==> src/rtl/native_mem_pkg.sv <==
// Shared types and address helpers for the native-interface memory responder.
package native_mem_pkg;

  typedef enum logic [1:0] {
    S_IDLE = 2'd0,
    S_WAIT = 2'd1,
    S_RESP = 2'd2
  } state_e;

  localparam int unsigned CNT_W = 4;

  function automatic logic addr_in_range(input logic [31:0] addr,
                                         input logic [31:0] base,
                                         input logic [31:0] words);
    logic [31:0] off;
    off = addr - base;
    return (addr >= base) && ((off >> 5'd2) < words);
  endfunction

  function automatic logic [31:0] word_index(input logic [31:0] addr,
                                             input logic [31:0] base);
    return (addr - base) >> 5'd2;
  endfunction

endpackage

==> src/rtl/native_mem_array.sv <==
// Byte-strobed word RAM: one registered read port, one write port, no reset.
module native_mem_array #(
  parameter int unsigned WORDS = 32
) (
  input  logic                     clk,
  input  logic                     i_rd_en,
  input  logic [$clog2(WORDS)-1:0] i_rd_idx,
  output logic [31:0]              o_rd_q,
  input  logic                     i_wr_en,
  input  logic [$clog2(WORDS)-1:0] i_wr_idx,
  input  logic [31:0]              i_wr_data,
  input  logic [3:0]               i_wr_be
);

  logic [31:0] r_mem [WORDS];
  logic [31:0] r_q;

  // Registered read and per-lane write.
  always_ff @(posedge clk) begin
    if (i_rd_en) begin
      r_q <= r_mem[i_rd_idx];
    end
    if (i_wr_en) begin
      for (int b = 0; b < 4; b++) begin
        if (i_wr_be[b]) begin
          r_mem[i_wr_idx][8*b +: 8] <= i_wr_data[8*b +: 8];
        end
      end
    end
  end

  assign o_rd_q = r_q;

endmodule

==> src/rtl/native_mem_responder.sv <==
// picorv32 native-interface responder: accepts a request, waits LATENCY cycles,
// then answers with a one-cycle mem_ready backed by a word RAM.
module native_mem_responder
  import native_mem_pkg::*;
#(
  parameter int unsigned WORDS     = 32,
  parameter int unsigned LATENCY   = 1,
  parameter logic [31:0] BASE_ADDR = 32'h0000_0000
) (
  input  logic        clk,
  input  logic        resetn,
  input  logic        mem_valid,
  input  logic        mem_instr,
  input  logic [31:0] mem_addr,
  input  logic [31:0] mem_wdata,
  input  logic [3:0]  mem_wstrb,
  output logic        mem_ready,
  output logic [31:0] mem_rdata,
  output logic        err_oor,
  output logic        err_instr,
  input  logic        clr_err
);

  localparam int unsigned    AW      = $clog2(WORDS);
  localparam logic [CNT_W-1:0] LAT_C   = CNT_W'(LATENCY);
  localparam logic [CNT_W-1:0] CNT_ONE = CNT_W'(1'b1);

  state_e           r_state, w_state_nxt;
  logic [CNT_W-1:0] r_cnt, w_cnt_nxt;
  logic [31:0]      r_addr, r_wdata;
  logic [3:0]       r_wstrb;
  logic             r_instr, r_ready, r_rd_ok, r_err_oor, r_err_instr;
  logic [31:0]      w_cur_addr, w_ram_q;
  logic [3:0]       w_cur_wstrb;
  logic             w_cur_in_range, w_lat_in_range, w_enter_resp, w_wr_en;
  logic [AW-1:0]    w_rd_idx, w_wr_idx;

  // Next-state and wait-counter logic.
  always_comb begin
    w_state_nxt = r_state;
    w_cnt_nxt   = r_cnt;
    case (r_state)
      S_IDLE: begin
        if (mem_valid) begin
          w_cnt_nxt   = LAT_C;
          w_state_nxt = (LAT_C == '0) ? S_RESP : S_WAIT;
        end else begin
          w_state_nxt = S_IDLE;
        end
      end
      S_WAIT: begin
        if (!mem_valid) begin
          w_state_nxt = S_IDLE;
          w_cnt_nxt   = '0;
        end else if (r_cnt <= CNT_ONE) begin
          w_state_nxt = S_RESP;
          w_cnt_nxt   = '0;
        end else begin
          w_state_nxt = S_WAIT;
          w_cnt_nxt   = r_cnt - CNT_ONE;
        end
      end
      S_RESP: begin
        w_state_nxt = S_IDLE;
        w_cnt_nxt   = '0;
      end
      default: begin
        w_state_nxt = S_IDLE;
        w_cnt_nxt   = '0;
      end
    endcase
  end

  // A zero-latency request enters RESP straight from IDLE, before the latch is loaded.
  assign w_cur_addr     = (r_state == S_IDLE) ? mem_addr  : r_addr;
  assign w_cur_wstrb    = (r_state == S_IDLE) ? mem_wstrb : r_wstrb;
  assign w_cur_in_range = addr_in_range(w_cur_addr, BASE_ADDR, WORDS);
  assign w_lat_in_range = addr_in_range(r_addr, BASE_ADDR, WORDS);
  assign w_rd_idx       = AW'(word_index(w_cur_addr, BASE_ADDR));
  assign w_wr_idx       = AW'(word_index(r_addr, BASE_ADDR));
  assign w_enter_resp   = (w_state_nxt == S_RESP);
  assign w_wr_en        = (r_state == S_RESP) && w_lat_in_range && (r_wstrb != 4'b0000);

  // State, counter and registered response flags.
  always_ff @(posedge clk or negedge resetn) begin
    if (!resetn) begin
      r_state <= S_IDLE;
      r_cnt   <= '0;
      r_ready <= 1'b0;
      r_rd_ok <= 1'b0;
    end else begin
      r_state <= w_state_nxt;
      r_cnt   <= w_cnt_nxt;
      r_ready <= w_enter_resp;
      r_rd_ok <= w_enter_resp && w_cur_in_range && (w_cur_wstrb == 4'b0000);
    end
  end

  // Request latch, loaded on acceptance only.
  always_ff @(posedge clk or negedge resetn) begin
    if (!resetn) begin
      r_addr  <= 32'h0;
      r_wdata <= 32'h0;
      r_wstrb <= 4'b0000;
      r_instr <= 1'b0;
    end else if ((r_state == S_IDLE) && mem_valid) begin
      r_addr  <= mem_addr;
      r_wdata <= mem_wdata;
      r_wstrb <= mem_wstrb;
      r_instr <= mem_instr;
    end
  end

  // Sticky error flags; a new out-of-range completion wins over clr_err.
  always_ff @(posedge clk or negedge resetn) begin
    if (!resetn) begin
      r_err_oor   <= 1'b0;
      r_err_instr <= 1'b0;
    end else if ((r_state == S_RESP) && !w_lat_in_range) begin
      r_err_oor   <= 1'b1;
      r_err_instr <= r_instr;
    end else if (clr_err) begin
      r_err_oor   <= 1'b0;
      r_err_instr <= 1'b0;
    end
  end

  native_mem_array #(.WORDS(WORDS)) u_array (
    .clk       (clk),
    .i_rd_en   (w_enter_resp),
    .i_rd_idx  (w_rd_idx),
    .o_rd_q    (w_ram_q),
    .i_wr_en   (w_wr_en),
    .i_wr_idx  (w_wr_idx),
    .i_wr_data (r_wdata),
    .i_wr_be   (r_wstrb)
  );

  assign mem_ready = r_ready;
  assign mem_rdata = r_rd_ok ? w_ram_q : 32'h0;
  assign err_oor   = r_err_oor;
  assign err_instr = r_err_instr;

endmodule

==> config.mk <==
export PLATFORM = sky130hd
export DESIGN_NAME = native_mem_responder
export DESIGN_NICKNAME = d
export VERILOG_FILES = /design/src/rtl/native_mem_pkg.sv /design/src/rtl/native_mem_array.sv /design/src/rtl/native_mem_responder.sv
export SDC_FILE = /design/constraint.sdc
export NUM_CORES = 1
export LEC_CHECK = 0
export ABC_CLOCK_PERIOD_IN_PS = 3900
export CAP_MARGIN = 20
export CORE_MARGIN = 2
export CORE_UTILIZATION = 37
export DETAILED_ROUTE_END_ITERATION = 8
export PLACE_DENSITY = 0.55
export SETUP_SLACK_MARGIN = 0.3
export SLEW_MARGIN = 30
export SYNTH_ARGS = -nofsm -noshare
export SYNTH_HDL_FRONTEND = slang
export SYNTH_SLANG_ARGS = --single-unit
==> constraint.sdc <==
create_clock -name clk -period 3.9 [get_ports clk]
set_input_delay 0.585 -clock clk [delete_from_list [all_inputs] [get_ports clk]]
set_output_delay 0.585 -clock clk [all_outputs]
set_load 0.01 [all_outputs]
==> key figures <==
Global routing
  • Number of global-route vias before repair: 27480
  • Wire length of the first global-routing pass: 185700 µm
  • Largest net degree at the start of global routing: 129
  • Total Routing Usage GR: 0.1985
  • Initial antenna violation count: 4
  • Remaining global-route overflow: 0

Power
  • Power share of the sequential group: 0.444
  • Worst ir drop on vdd: 0.4276 mV
  • Combinational cell fraction of total power: 0.266
  • Sw Ratio: 0.3312
  • Switching power: 12.65 mW
  • Int Power: 25.54 mW
  • Leakage power: 17.55 nW
  • Clk network pwr share: 0.290
  • Power density relative to cell area: 717.1 nW/µm²

Setup path
  • Worst R2R Path Depth: 7
  • Element type at the critical path start: flip-flop
  • Crit path cell chain: or2_1 > buf_4 > a31oi_4 > buf_4 > a211oi_1 > o41ai_1 > o2111a_1
  • Family with the most delay on the worst path: compound AO/OA/AOI/OAI gates
  • Slowest stage cell, crit path: sky130_fd_sc_hd__o41ai_1
  • Count of buffer and inverter cells on the critical path: 2
  • Critical Path Stages: 7
  • Crit path DAT: 3790 ps
  • Cell repeated most along the worst path: sky130_fd_sc_hd__buf_4
  • Critical path endpoint category: flip-flop
  • Kind of critical path: flip-flop to flip-flop
  • Required time of the critical path: 4450 ps
  • Crit path max fanout: 24
  • Highest cell delay on the worst timing path: 750 ps

Route
  • Detail Route Antenna Nets: 0
  • 1st-iter DRT viols: 2716
  • 1st-pass router iterations: 5
  • Via-per-instance ratio: 5.697
  • Average wire per cell in the routed design: 26.39 µm
  • Total DRC errors in the routed layout: 0
  • Total number of vias: 27370
  • Total wire length: 126800 µm

Cells and area
  • Final cell count without fillers: 4804
  • Share of layout cells above drive strength 1: 0.1533
  • Final core occ: 0.4365
  • Register Area: 33660 µm²
  • Area of combinational cells with multiple inputs: 10870 µm²
  • Area growth from synthesis to layout: 16.83%
  • Filler instances: 10780
  • Most common library cell in the layout ignoring fill and taps: sky130_fd_sc_hd__edfxtp_1
  • Layout Nets: 3150
  • Most used cells in the layout excluding fill and tap cells: 1056 x sky130_fd_sc_hd__edfxtp_1, 490 x sky130_fd_sc_hd__and3_1, 490 x sky130_fd_sc_hd__a211oi_1

Logic synthesis
  • Cell types with the largest area share after synthesis: sky130_fd_sc_hd__edfxtp_1 70%, sky130_fd_sc_hd__a211oi_1 8.1%, sky130_fd_sc_hd__and3_1 6.7%, sky130_fd_sc_hd__dfrtp_1 4.2%, sky130_fd_sc_hd__mux2_2 1.6%
  • Warnings, synthesis: 0
  • Async set-reset flop share out of synthesis: 0.06796
  • Gate count after technology mapping: 2923
  • EDFF count, synth: 1056
  • Total standard cell area after synthesis: 45590 µm²
  • Area fraction of the dominant cell type after synthesis: 0.6956
  • Cell variety after synth: 44
  • Synthesized netlist net count: 2998
  • Register bit count reported by yosys: 1133
  • Post-synthesis average cell area: 15.60 µm²
  • Most area-hungry cell type in the Yosys netlist: sky130_fd_sc_hd__edfxtp_1
  • Portion of the post-synthesis area used by sequential elements: 0.7378
  • Commonest register cell after synthesis: sky130_fd_sc_hd__edfxtp_1

Timing
  • Setup repair after global routing missed its margin: no
  • Fmax achieved: 308.8 MHz
  • Aggregate negative setup slack: 0 ps
  • Period minus WS final: 3239 ps
  • Clock skew after layout: 21.01 ps
  • Number of pins exceeding their max-slew limit in the final report: 0
  • # setup viols final: 0
  • Worst Tran Pin Value: 1013 ps
  • Final worst-path cycle share: 0.8304
  • Slew margin rel.: 0.3218
  • Final count of hold timing violations: 0

Clock network
  • TritonCTS clock tree: yes
  • Post-CTS sizing: 0
  • Max Root-Sink Buffers: 3
  • Clock slew seen by the registers of the worst setup and hold paths: 60 ps
  • CTS buffer count: 115
  • Clock root cell: sky130_fd_sc_hd__clkbuf_16
  • CTS Sinks: 1133
  • Insertion delay of the later-clocked pin in the worst-skew pair: 700 ps
  • H-Tree Depth: 3

Place
  • Number of buffers inserted by port buffering: 105
  • Gpl congestion: 0.8408
  • Post-Place Cells: 4582
  • Post-detailed-placement half-perimeter wirelength: 77470 µm

Floorplan
  • Starting density of the core: 0.3736
  • Number of cell rows: 128
  • Placeable core region: 122000 µm²
  • I/O Pins: 108
  • Height of the chip: 355.0 µm
  • DIE WIDTH: 355.0 µm
  • Die Area: 126000 µm²

Worst hold path
  • Min-delay worst type: primary input to flip-flop
  • Number of cells traversed by the worst hold path: 2

Job
  • Count of max-cap constraint violations: 0

Run status
  • Result of the run: finished, final reports clean
-- Yosys cell counts (7+ instances only) --
cell / n
sky130_fd_sc_hd__mux2i_1: 22
sky130_fd_sc_hd__and3_1: 490
sky130_fd_sc_hd__o2111a_1: 32
sky130_fd_sc_hd__a211oi_1: 490
sky130_fd_sc_hd__nand2_1: 43
sky130_fd_sc_hd__buf_6: 10
sky130_fd_sc_hd__and2_1: 33
sky130_fd_sc_hd__o41ai_1: 82
sky130_fd_sc_hd__edfxtp_1: 1056
sky130_fd_sc_hd__mux2_2: 66
sky130_fd_sc_hd__clkbuf_1: 164
sky130_fd_sc_hd__nor4_1: 18
sky130_fd_sc_hd__a2111oi_0: 22
sky130_fd_sc_hd__nor3_1: 8
sky130_fd_sc_hd__nor2_1: 149
sky130_fd_sc_hd__inv_1: 8
sky130_fd_sc_hd__dfrtp_1: 77
sky130_fd_sc_hd__buf_2: 81
sky130_fd_sc_hd__a31oi_4: 7
sky130_fd_sc_hd__o41ai_2: 14
-- worst register-to-register path: cells and delay by family (launching register included) --
kind                   cells  cell delay [ps]
AO/OA/AOI/OAI              4             1650
buffers and inverters      2              680
flip-flops                 1              370
AND/OR/NAND/NOR            1              390
-- logic make-up (layout without fill, tap and decap cells) --
group / count (synthesis) / count (layout) / synth area share
flip-flops: 1133 / 1133 / 0.7378
AO/OA/AOI/OAI: 665 / 665 / 0.1193
other: 0 / 2 / 0
adder cells (fa/ha/maj): 2 / 2 / 0.0005488
multiplexers: 88 / 88 / 0.02113
AND/OR/NAND/NOR: 768 / 768 / 0.09493
XOR/XNOR: 1 / 1 / 0.0001921
buffers and inverters: 266 / 520 / 0.02610
-- per-layer routing --
| layer | up-vias | part of all wire | global-route usage |
|---|---|---|---|
| li1 | 12200 | - | - |
| met1 | 13920 | 0.43 | 0.2738 |
| met2 | 1022 | 0.46 | 0.3104 |
| met3 | 215 | 0.081 | 0.04785 |
| met4 | 6 | 0.030 | 0.06212 |
| met5 | - | 0.00032 | 0 |
-- state kept, by name (all words and copies together), names as in the netlist --
| name | cells |
|---|---|
| u_array.r_mem | 1024 |
| r_wdata | 32 |
| u_array.o_rd_q | 32 |
| r_addr | 30 |
| r_cnt | 4 |
| r_wstrb | 4 |
| r_state | 2 |
| err_instr | 1 |
| err_oor | 1 |
| mem_ready | 1 |
| r_instr | 1 |
| r_rd_ok | 1 |
-- worst paths after layout --
check	slack, ps	endpoint	from
setup / recovery	660	u_array.o_rd_q[19]$_DFFE_PP_	r_state[0]$_DFF_PN0_
hold / removal	500	r_wdata[9]$_DFFE_PN0P_	mem_wdata[9]
setup reg to reg	660	u_array.o_rd_q[19]$_DFFE_PP_	r_state[0]$_DFF_PN0_
hold reg to reg	510	r_addr[8]$_DFFE_PN0P_	r_addr[8]$_DFFE_PN0P_
max in group asynchronous	2530	err_oor$_DFFE_PN0P_	resetn
min in group asynchronous	510	r_wdata[25]$_DFFE_PN0P_	resetn
-- power by group through the flow --
stage	clock network [mW]	logic [mW]	registers, mW
after CTS	11.3	10.1	17.0
after detailed placement	0	10.1	17.2
final	11.1	10.2	16.9
after global routing	11.7	10.9	17.1
after global placement	0	9.91	17.1
after floorplan	0	5.73	16.6
-- stage by stage --
step	worst slack, ps	total power [mW]	hold WS (ps)	cell area (µm²)
2_1_floorplan	999.7	22.37	289.4	45590
3_3_place_gp	203.9	27.02	490.9	49360
3_5_place_dp	101.3	27.30	497.5	49380
4_1_cts	628.0	38.39	456.0	53250
5_1_grt	568.2	39.69	477.0	53260
6_report	661.3	38.20	497.6	53260
-- final cells by class --
class	instances	share of cell area
clock buffer	147	0.05934
sequential	1133	0.6320
tap	1625	0.03817
inverter	9	0.0006342
antenna	2	0.00009396
multi-input combinational	1524	0.2041
timing repair buffer	292	0.05266
clock inverter	72	0.01306
-- timing repair --
item                                   4_1_cts  5_1_grt
hold buffers                                 1        0
endpoints found under the hold margin       29        0
buffers inserted                             0        0
Power figures use the tool's default switching activity.
